### src/rtl/sync_fifo_pkg.sv
// ============================================================================
// Module      : sync_fifo_pkg
// Description : Shared defaults and width helpers for the synchronous FIFO
//               family (single-clock, future async and multi-channel).
// Revision    : 1.0 - initial release
// ============================================================================
`default_nettype none

package sync_fifo_pkg;

    localparam int unsigned c_DEF_DATA_WIDTH = 20;
    localparam int unsigned c_DEF_ADDR_WIDTH = 4;
    localparam int unsigned c_DEF_AF_LEVEL   = 12;
    localparam int unsigned c_DEF_AE_LEVEL   = 4;

    function automatic int unsigned depth_of(input int unsigned addr_width);
        return 32'd1 << addr_width;
    endfunction

    // Occupancy needs one bit more than a pointer to represent a full FIFO.
    function automatic int unsigned cnt_width(input int unsigned addr_width);
        return addr_width + 1;
    endfunction

endpackage

`default_nettype wire

### src/rtl/sync_fifo_mem.sv
// ============================================================================
// Module      : sync_fifo_mem
// Description : DEPTH x DATA_WIDTH register array, synchronous write port.
//               Read port is registered, or combinational when
//               SYNC_FIFO_FWFT_EN is defined.
// Revision    : 1.0 - initial release
// ============================================================================
`default_nettype none

module sync_fifo_mem
    import sync_fifo_pkg::*;
#(
    parameter int unsigned DATA_WIDTH = c_DEF_DATA_WIDTH,
    parameter int unsigned ADDR_WIDTH = c_DEF_ADDR_WIDTH
) (
    input  logic                  clk,
    input  logic                  rst,
    input  logic                  wr_en_i,
    input  logic [ADDR_WIDTH-1:0] wr_addr_i,
    input  logic [DATA_WIDTH-1:0] wr_data_i,
    input  logic                  rd_en_i,
    input  logic [ADDR_WIDTH-1:0] rd_addr_i,
    output logic [DATA_WIDTH-1:0] rd_data_o
);

    localparam int unsigned c_DEPTH = depth_of(ADDR_WIDTH);

    logic [DATA_WIDTH-1:0] mem_q [c_DEPTH];

    always_ff @(posedge clk) begin
        if (wr_en_i) begin
            mem_q[wr_addr_i] <= wr_data_i;
        end
    end

`ifdef SYNC_FIFO_FWFT_EN
    logic w_unused;
    assign w_unused  = rst | rd_en_i;
    assign rd_data_o = mem_q[rd_addr_i];
`else
    logic [DATA_WIDTH-1:0] rd_data_q;

    // Reads the head before a same-edge write can overwrite it (full + wr + rd).
    always_ff @(posedge clk) begin
        if (rst) begin
            rd_data_q <= '0;
        end else if (rd_en_i) begin
            rd_data_q <= mem_q[rd_addr_i];
        end
    end

    assign rd_data_o = rd_data_q;
`endif

endmodule

`default_nettype wire

### src/rtl/sync_fifo_param.sv
// ============================================================================
// Module      : sync_fifo_param
// Description : Parametrised synchronous FIFO with exact count, thresholds
//               and sticky error flags. SYNC_FIFO_FWFT_EN selects FWFT output.
// Revision    : 1.0 - initial release
// ============================================================================
`default_nettype none

module sync_fifo_param
    import sync_fifo_pkg::*;
#(
    parameter int unsigned DATA_WIDTH = c_DEF_DATA_WIDTH,
    parameter int unsigned ADDR_WIDTH = c_DEF_ADDR_WIDTH,
    parameter int unsigned AF_LEVEL   = c_DEF_AF_LEVEL,
    parameter int unsigned AE_LEVEL   = c_DEF_AE_LEVEL
) (
    input  logic                  clk,
    input  logic                  reset,
    input  logic [DATA_WIDTH-1:0] data_in,
    input  logic                  write,
    input  logic                  read,
    output logic [DATA_WIDTH-1:0] data_out,
    output logic                  valid,
    output logic                  empty,
    output logic                  full,
    output logic                  almost_empty,
    output logic                  almost_full,
    output logic [ADDR_WIDTH:0]   count,
    output logic                  overflow,
    output logic                  underflow
);

    localparam int unsigned c_CW        = cnt_width(ADDR_WIDTH);
    localparam int unsigned c_DEPTH     = depth_of(ADDR_WIDTH);
    localparam logic [c_CW-1:0] c_DEPTH_CNT = c_DEPTH[c_CW-1:0];
    localparam logic [c_CW-1:0] c_AF_CNT    = AF_LEVEL[c_CW-1:0];
    localparam logic [c_CW-1:0] c_AE_CNT    = AE_LEVEL[c_CW-1:0];

    logic [ADDR_WIDTH-1:0] wr_ptr_q, wr_ptr_d;
    logic [ADDR_WIDTH-1:0] rd_ptr_q, rd_ptr_d;
    logic [c_CW-1:0]       count_q, count_d;
    logic                  overflow_q, overflow_d;
    logic                  underflow_q, underflow_d;
    logic                  w_empty, w_full;
    logic                  w_wr_ok, w_rd_ok;
    logic [DATA_WIDTH-1:0] w_rd_data;

    assign w_empty = (count_q == '0);
    assign w_full  = (count_q == c_DEPTH_CNT);
    assign w_wr_ok = write & (~w_full | read);
    assign w_rd_ok = read & ~w_empty;

    always_comb begin
        wr_ptr_d    = wr_ptr_q;
        rd_ptr_d    = rd_ptr_q;
        count_d     = count_q;
        overflow_d  = overflow_q | (write & w_full & ~read);
        underflow_d = underflow_q | (read & w_empty);
        if (w_wr_ok) begin
            wr_ptr_d = wr_ptr_q + 1'b1;
        end
        if (w_rd_ok) begin
            rd_ptr_d = rd_ptr_q + 1'b1;
        end
        case ({w_wr_ok, w_rd_ok})
            2'b10:   count_d = count_q + 1'b1;
            2'b01:   count_d = count_q - 1'b1;
            default: count_d = count_q;
        endcase
    end

    always_ff @(posedge clk) begin
        if (reset) begin
            wr_ptr_q    <= '0;
            rd_ptr_q    <= '0;
            count_q     <= '0;
            overflow_q  <= 1'b0;
            underflow_q <= 1'b0;
        end else begin
            wr_ptr_q    <= wr_ptr_d;
            rd_ptr_q    <= rd_ptr_d;
            count_q     <= count_d;
            overflow_q  <= overflow_d;
            underflow_q <= underflow_d;
        end
    end

    sync_fifo_mem #(
        .DATA_WIDTH (DATA_WIDTH),
        .ADDR_WIDTH (ADDR_WIDTH)
    ) u_mem (
        .clk        (clk),
        .rst        (reset),
        .wr_en_i    (w_wr_ok),
        .wr_addr_i  (wr_ptr_q),
        .wr_data_i  (data_in),
        .rd_en_i    (w_rd_ok),
        .rd_addr_i  (rd_ptr_q),
        .rd_data_o  (w_rd_data)
    );

`ifdef SYNC_FIFO_FWFT_EN
    // Masking with empty keeps data_out at zero after reset until a word lands.
    assign valid    = ~w_empty;
    assign data_out = w_empty ? '0 : w_rd_data;
`else
    logic valid_q;

    always_ff @(posedge clk) begin
        if (reset) begin
            valid_q <= 1'b0;
        end else begin
            valid_q <= w_rd_ok;
        end
    end

    assign valid    = valid_q;
    assign data_out = w_rd_data;
`endif

    assign empty        = w_empty;
    assign full         = w_full;
    assign almost_empty = (count_q <= c_AE_CNT);
    assign almost_full  = (count_q >= c_AF_CNT);
    assign count        = count_q;
    assign overflow     = overflow_q;
    assign underflow    = underflow_q;

endmodule

`default_nettype wire

### config.mk
export PLATFORM = sky130hd
export DESIGN_NAME = sync_fifo_param
export DESIGN_NICKNAME = d
export VERILOG_FILES = /design/src/rtl/sync_fifo_pkg.sv /design/src/rtl/sync_fifo_mem.sv /design/src/rtl/sync_fifo_param.sv
export SDC_FILE = /design/constraint.sdc
export NUM_CORES = 1
export LEC_CHECK = 0
export CAP_MARGIN = 20
export CORE_MARGIN = 5
export CORE_UTILIZATION = 50
export CTS_CLUSTER_DIAMETER = 60
export DETAILED_ROUTE_END_ITERATION = 16
export PLACE_DENSITY_LB_ADDON = 0.15
export SETUP_SLACK_MARGIN = 0.4
export SYNTH_ARGS = -nofsm -noshare
export SYNTH_HDL_FRONTEND = slang
export SYNTH_SLANG_ARGS = --single-unit
export TNS_END_PERCENT = 5
### constraint.sdc
create_clock -name clk -period 3.2 [get_ports clk]
set_input_delay 0.48 -clock clk [delete_from_list [all_inputs] [get_ports clk]]
set_output_delay 0.48 -clock clk [all_outputs]
set_load 0.005 [all_outputs]
# Word-level counts from Yosys, hierarchy flattened
# Memory sizes are Yosys's and may differ from the RTL's. A register that Yosys moved wholly into a read port is not among the register bits.
# Index checks and enable logic that the tools add are counted.
op_classes:
  add_sub_neg: 4
  n_lt_le_gt_ge: 2
  n_eq_ne: 3
  mux: 3
  bitwise_logic: 11
  n_reduce_logical: 2
op_table:
  columns: ["cell", "n"]
  rows:
  - ["one-hot mux 5 bit (2 select lines)", 1]
  - ["adder 4 x 1 -> 4 bit, second input constant", 2]
  - ["adder 5 x 1 -> 5 bit, second input constant", 1]
  - ["AND 1 bit", 5]
  - ["== test 5 bit, second input constant", 1]
  - [">= comparator 5 x 4 -> 1 bit, second input constant", 1]
  - ["less-or-equal comparator 5 x 3 -> 1 bit, second input constant", 1]
  - ["logical NOT 5 bit", 1]
  - ["subtractor 5 x 1 -> 5 bit, second input constant", 1]
  - ["inverter 1 bit", 3]
  - ["OR 1 bit", 3]
  - ["== test 2 x 1 -> 1 bit, second input constant", 1]
  - ["== test 2 bit, second input constant", 1]
  - ["2-to-1 mux 1 bit", 2]
  - ["nonzero test 2 bit", 1]
word_totals:
  reg_bits: 16
  ram_bits: 320
  inputBits: 24
  out_inout_bits: 32
  wordCells: 32
  n_memories: 1
mem_list:
  columns: ["name", "depth", "word_bits", "read_ports", "rd_clocked_by_memory_dff", "wr", "line_no", "source"]
  rows:
  - ["u_mem.mem_q", 16, 20, 1, 1, 1, "sync_fifo_mem.sv:28", "logic [DATA_WIDTH-1:0] mem_q [c_DEPTH];"]

# Longest topological paths before layout
logic_depth:
  ltp_word: 6
  mapped_depth: 14
  depth_no_buf: 10

# Cells and area by module
# Synthesis repeated with hierarchy kept, for this count alone.
hier_totals:
  hier_cells: 842
  area_unflattened_um2: 13944.6
modules_own_cells:
  columns: ["module", "instances", "cells_per_inst", "area_per_inst_um2"]
  rows:
  - ["sync_fifo_mem", 1, 751, 13120.1]
  - ["sync_fifo_param", 1, 91, 824.5]

# Worst setup path before layout
# Ideal clock, no wire load.
synth_timing:
  path_kind: "register to register"
  from: "register count_q[1] (netlist: count[1])"
  to: "register count_q[4] (netlist: count[4])"
  arrival_ns: 3.016
  required_ns: 3.079
  slack_ns: 0.063
  path_stages_with_launch: 15
  synth_period_minus_slack_ns: 3.137
  path_cell_list: "dfxtp_1 -> buf_6 -> or4_4 -> buf_6 -> o21a_1 -> buf_6 -> buf_12 -> ha_1 -> clkbuf_1 -> xor2_1 -> ha_1 -> a21oi_1 -> a32oi_1 -> a31oi_1 -> mux2_2"
synth_via:
  elab_cells_between_ends: 13
synth_rtl:
  columns: ["item", "line_no", "source"]
  rows:
  - ["start: declaration", "sync_fifo_param.sv:41", "logic [c_CW-1:0] count_q, count_d;"]
  - ["start signal: assignment", "sync_fifo_param.sv:82", "count_q <= count_d;"]
  - ["logical NOT 5 bit (*)", "sync_fifo_param.sv:48", "assign w_empty = (count_q == '0);"]
  - ["inverter 1 bit (*)", "sync_fifo_param.sv:51", "assign w_rd_ok = read & ~w_empty;"]
  - ["AND 1 bit (*)", "sync_fifo_param.sv:51", null]
  - ["via u_mem.rd_en_i", "sync_fifo_mem.sv:21", "input logic rd_en_i,"]
  - ["== test 2 x 1 -> 1 bit / == test 2 bit (equally long branches)", "sync_fifo_param.sv:65", "case ({w_wr_ok, w_rd_ok})"]
  - ["one-hot mux 5 bit (2 select lines) / nonzero test 2 bit (equally long branches)", null, null]
# Mark *: on every way through the listed nets, which the timed path passes. The rest lies on a longest branch.
# A chain may end at the register's enable or synchronous reset.

# Worst setup path after layout
layout_timing:
  from: "register count_q[0] (netlist: count[0])"
  to: "output empty"
layout_via:
  elab_chain_len: 1
layout_rtl:
  columns: ["item", "line_no", "source"]
  rows:
  - ["logical NOT 5 bit", "sync_fifo_param.sv:48", null]
  - ["end: declaration", "sync_fifo_param.sv:24", "output logic empty,"]
# No other way between the ends.

==> reports/metrics.yaml <==
yosys-top-cells-area: "edfxtp_1, mux2i_1, dfxtp_1, o22ai_1, a211oi_2"
gp_congestion: 0.761
layout-drive-gt1-share_pct: 17.4
start_util_pct: 50.3
grt_pass1_wl_microns: 46700
whs_ps: 471
drv_cap: 0
via_per_inst: 5.64
rows: 61
use_met2_pct: 34.9
syn2layout_area_growth_pct: 18.3
nets: 951
use_met1_pct: 26.6
setup_viol: 0
first_global_vias: 7732
worst-endpoint-arrival_ps: 2290
ys_seq_area_share_pct: 74.4
cts_buffers: 37
clockRootBuffer: "clkbuf_16"
min_path_type: "register to register"
wl_microns: 31200
finalNonFillerCells: 1323
route.detailed.drc: 0
synth.net_count: 850
drt_first_pass_iters: 5
busiest_layer: "met2"
die_h_microns: 177
placed_cell_area_sq_mm: 0.0151
p_leak_nw: 5.12
ctsHtreeMaxLevel: 2
grt_setup_unrepaired: "yes"
clkTransAtPathRegs_ps: 60
dp.final_hpwl_microns: 19100
dp.cells: 1247
worst_pin_slew_ps: 718
outcome: "complete, no violations"
grt_max_degree: 39
ir_worst_vdd_v: 0.000454
worst-setup-path-type: "register to output port"
grtUsageTotal_pct: 20.0
final.period_utilization_pct: 86.6
drv_slew: 0
setup_ws_ps: 429
yosys.area.top_type: "edfxtp_1"
power_density_mw_per_mm2: 734
ys_types: 42
clk_path_buf_depth: 3
cp-end-kind: "output port"
worstSetupStartpointType: "register"
vias: 7461
clock-sinks: 356
ys_seq_elements: 356
skew_ps: 11.8
synth_top_area_share_pct: 69.2
place_ws_ps: 290
drt-initial-drc-count: 538
die_area_sq_mm: 0.0312
grt_util_met3_pct: 2.97
overflow: 0
ant_nets: 0
path_max_fanout: 4
portBuffers: 55
ys_warn_count: 0
synth_cells: 818
cts_hold_buffers: 0
setup-tns-final_ps: 0
fin_crit_ps: 2770
wl_per_cell_microns: 23.6
pin_count: 56
cts_tree: "done"
die_w_microns: 177
crit_required_ps: 2720
clock_latency_ps: 500
hold_viol_final: 0
max_freq_mhz: 361
syn_area_sq_mm: 0.0139
core_sq_mm: 0.0276
synth.avg_cell_area_sq_um: 17.0
antenna_found_initial: 1
max_slew_margin_pct: 52.2
final_area_sq_mm: 0.0164
## metrics by stage
stage | util (%) | total power [mW]
6_report | 59.4 | 12.1
5_1_grt | 59.4 | 12.5
4_1_cts | 59.1 | 12.1
3_5_place_dp | 54.6 | 7.74
3_3_place_gp | 54.6 | 7.67
2_1_floorplan | - | 6.98
## synthesized netlist by cell type (all sizes together)
library cell  number
a211oi            20
a21o               1
a21oi              5
a22oi              1
a31oi              3
a32oi              1
and3               1
buf               28
clkbuf            25
dfxtp             36
edfxtp           320
ha                 8
inv                6
mux2               2
mux2i            162
nand2              8
nand2b             2
nand3              2
nand3b             4
nand4b             1
nor2              48
nor2b              1
nor3               6
nor4              20
nor4b              1
o211ai             2
o21a               2
o21ai              2
o22ai             81
o311ai             1
o31a               1
or2                1
or3                3
or3b               3
or4                1
xnor2              3
xor2               6
## per-layer routing
layer / up-vias / share of wire, % / wire (microns)
met3: 50 / 4.6 / 1430
met2: 189 / 51 / 15800
li1: 3443 / - / -
met4: 0 / 2.1 / 658
met1: 3779 / 43 / 13300
met5: - / 0 / 0
## worst paths after layout
path | start | endpoint | slack (ps) | cells after the start
max | count[0] | empty | 430 | 4
min | underflow | underflow | 470 | 2
max reg2reg | count[0] | count[4] | 450 | 10
min reg2reg | underflow | underflow | 470 | 2
## report_power, final
| group | total [mW] | switching [mW] | internal, mW |
|---|---|---|---|
| Sequential | 5.46 | 0.155 | 5.31 |
| Combinational | 2.29 | 1.22 | 1.06 |
| Clock | 4.31 | 1.62 | 2.68 |
| Total | 12.1 | 3.00 | 9.05 |
## registers in the layout (all words and copies together), names as in the netlist
name,cells
overflow,1
rd_ptr_q,4
u_mem.rd_data_o,20
underflow,1
wr_ptr_q,4
valid,1
u_mem.mem_q,320
count,5
## cells by family after synthesis
group	count (synthesis)	synth area share [%]
fa+ha+maj	8	0.721
mux	164	11.8
simple gates	102	3.68
buf+inv	59	2.26
flops	356	74.4
compound gates	120	6.54
xor+xnor	9	0.568
## cells in the final DEF (no fill, tap or decap), types with 5 or more instances in the layout
cell type        Yosys  layout
a211oi_2            20      20
clkbuf_1            25      11
buf_4                0      57
xor2_1               6       5
o22ai_1             81      81
ha_1                 8       6
mux2i_1            162     162
nand2_1              8       8
dfxtp_1             36      33
clkdlybuf4s50_1      0      54
nor2_1              48      36
edfxtp_1           320     320
clkbuf_16            0      37
inv_1                5       5
bufinv_16            0       6
nor4_1              20      20
nor2_2               0      12
## critical path, cell delays in order, from the launching register on
cell and delay (ps):
dfxtp_4 340, or4_4 570, buf_4 170, nor2_1 170, clkdlybuf4s50_1 540
## layout make-up
class                      instances  area, sq um
tap                              378          473
sequential                       356        10300
antenna                            1         2.50
clock inverter                    13          214
fill                            2098        11200
inverter                           6         25.0
timing repair buffer             115         1030
multi-input combinational        403         3330
clock buffer                      51         1010
## timing repair
item | in CTS | in global routing
gates resized for setup | 1 | 5
buffers inserted | 3 | 8
endpoints found under the setup margin | 1 | 3
pin swaps | 2 | 5
(Power assumes the default switching activity.)
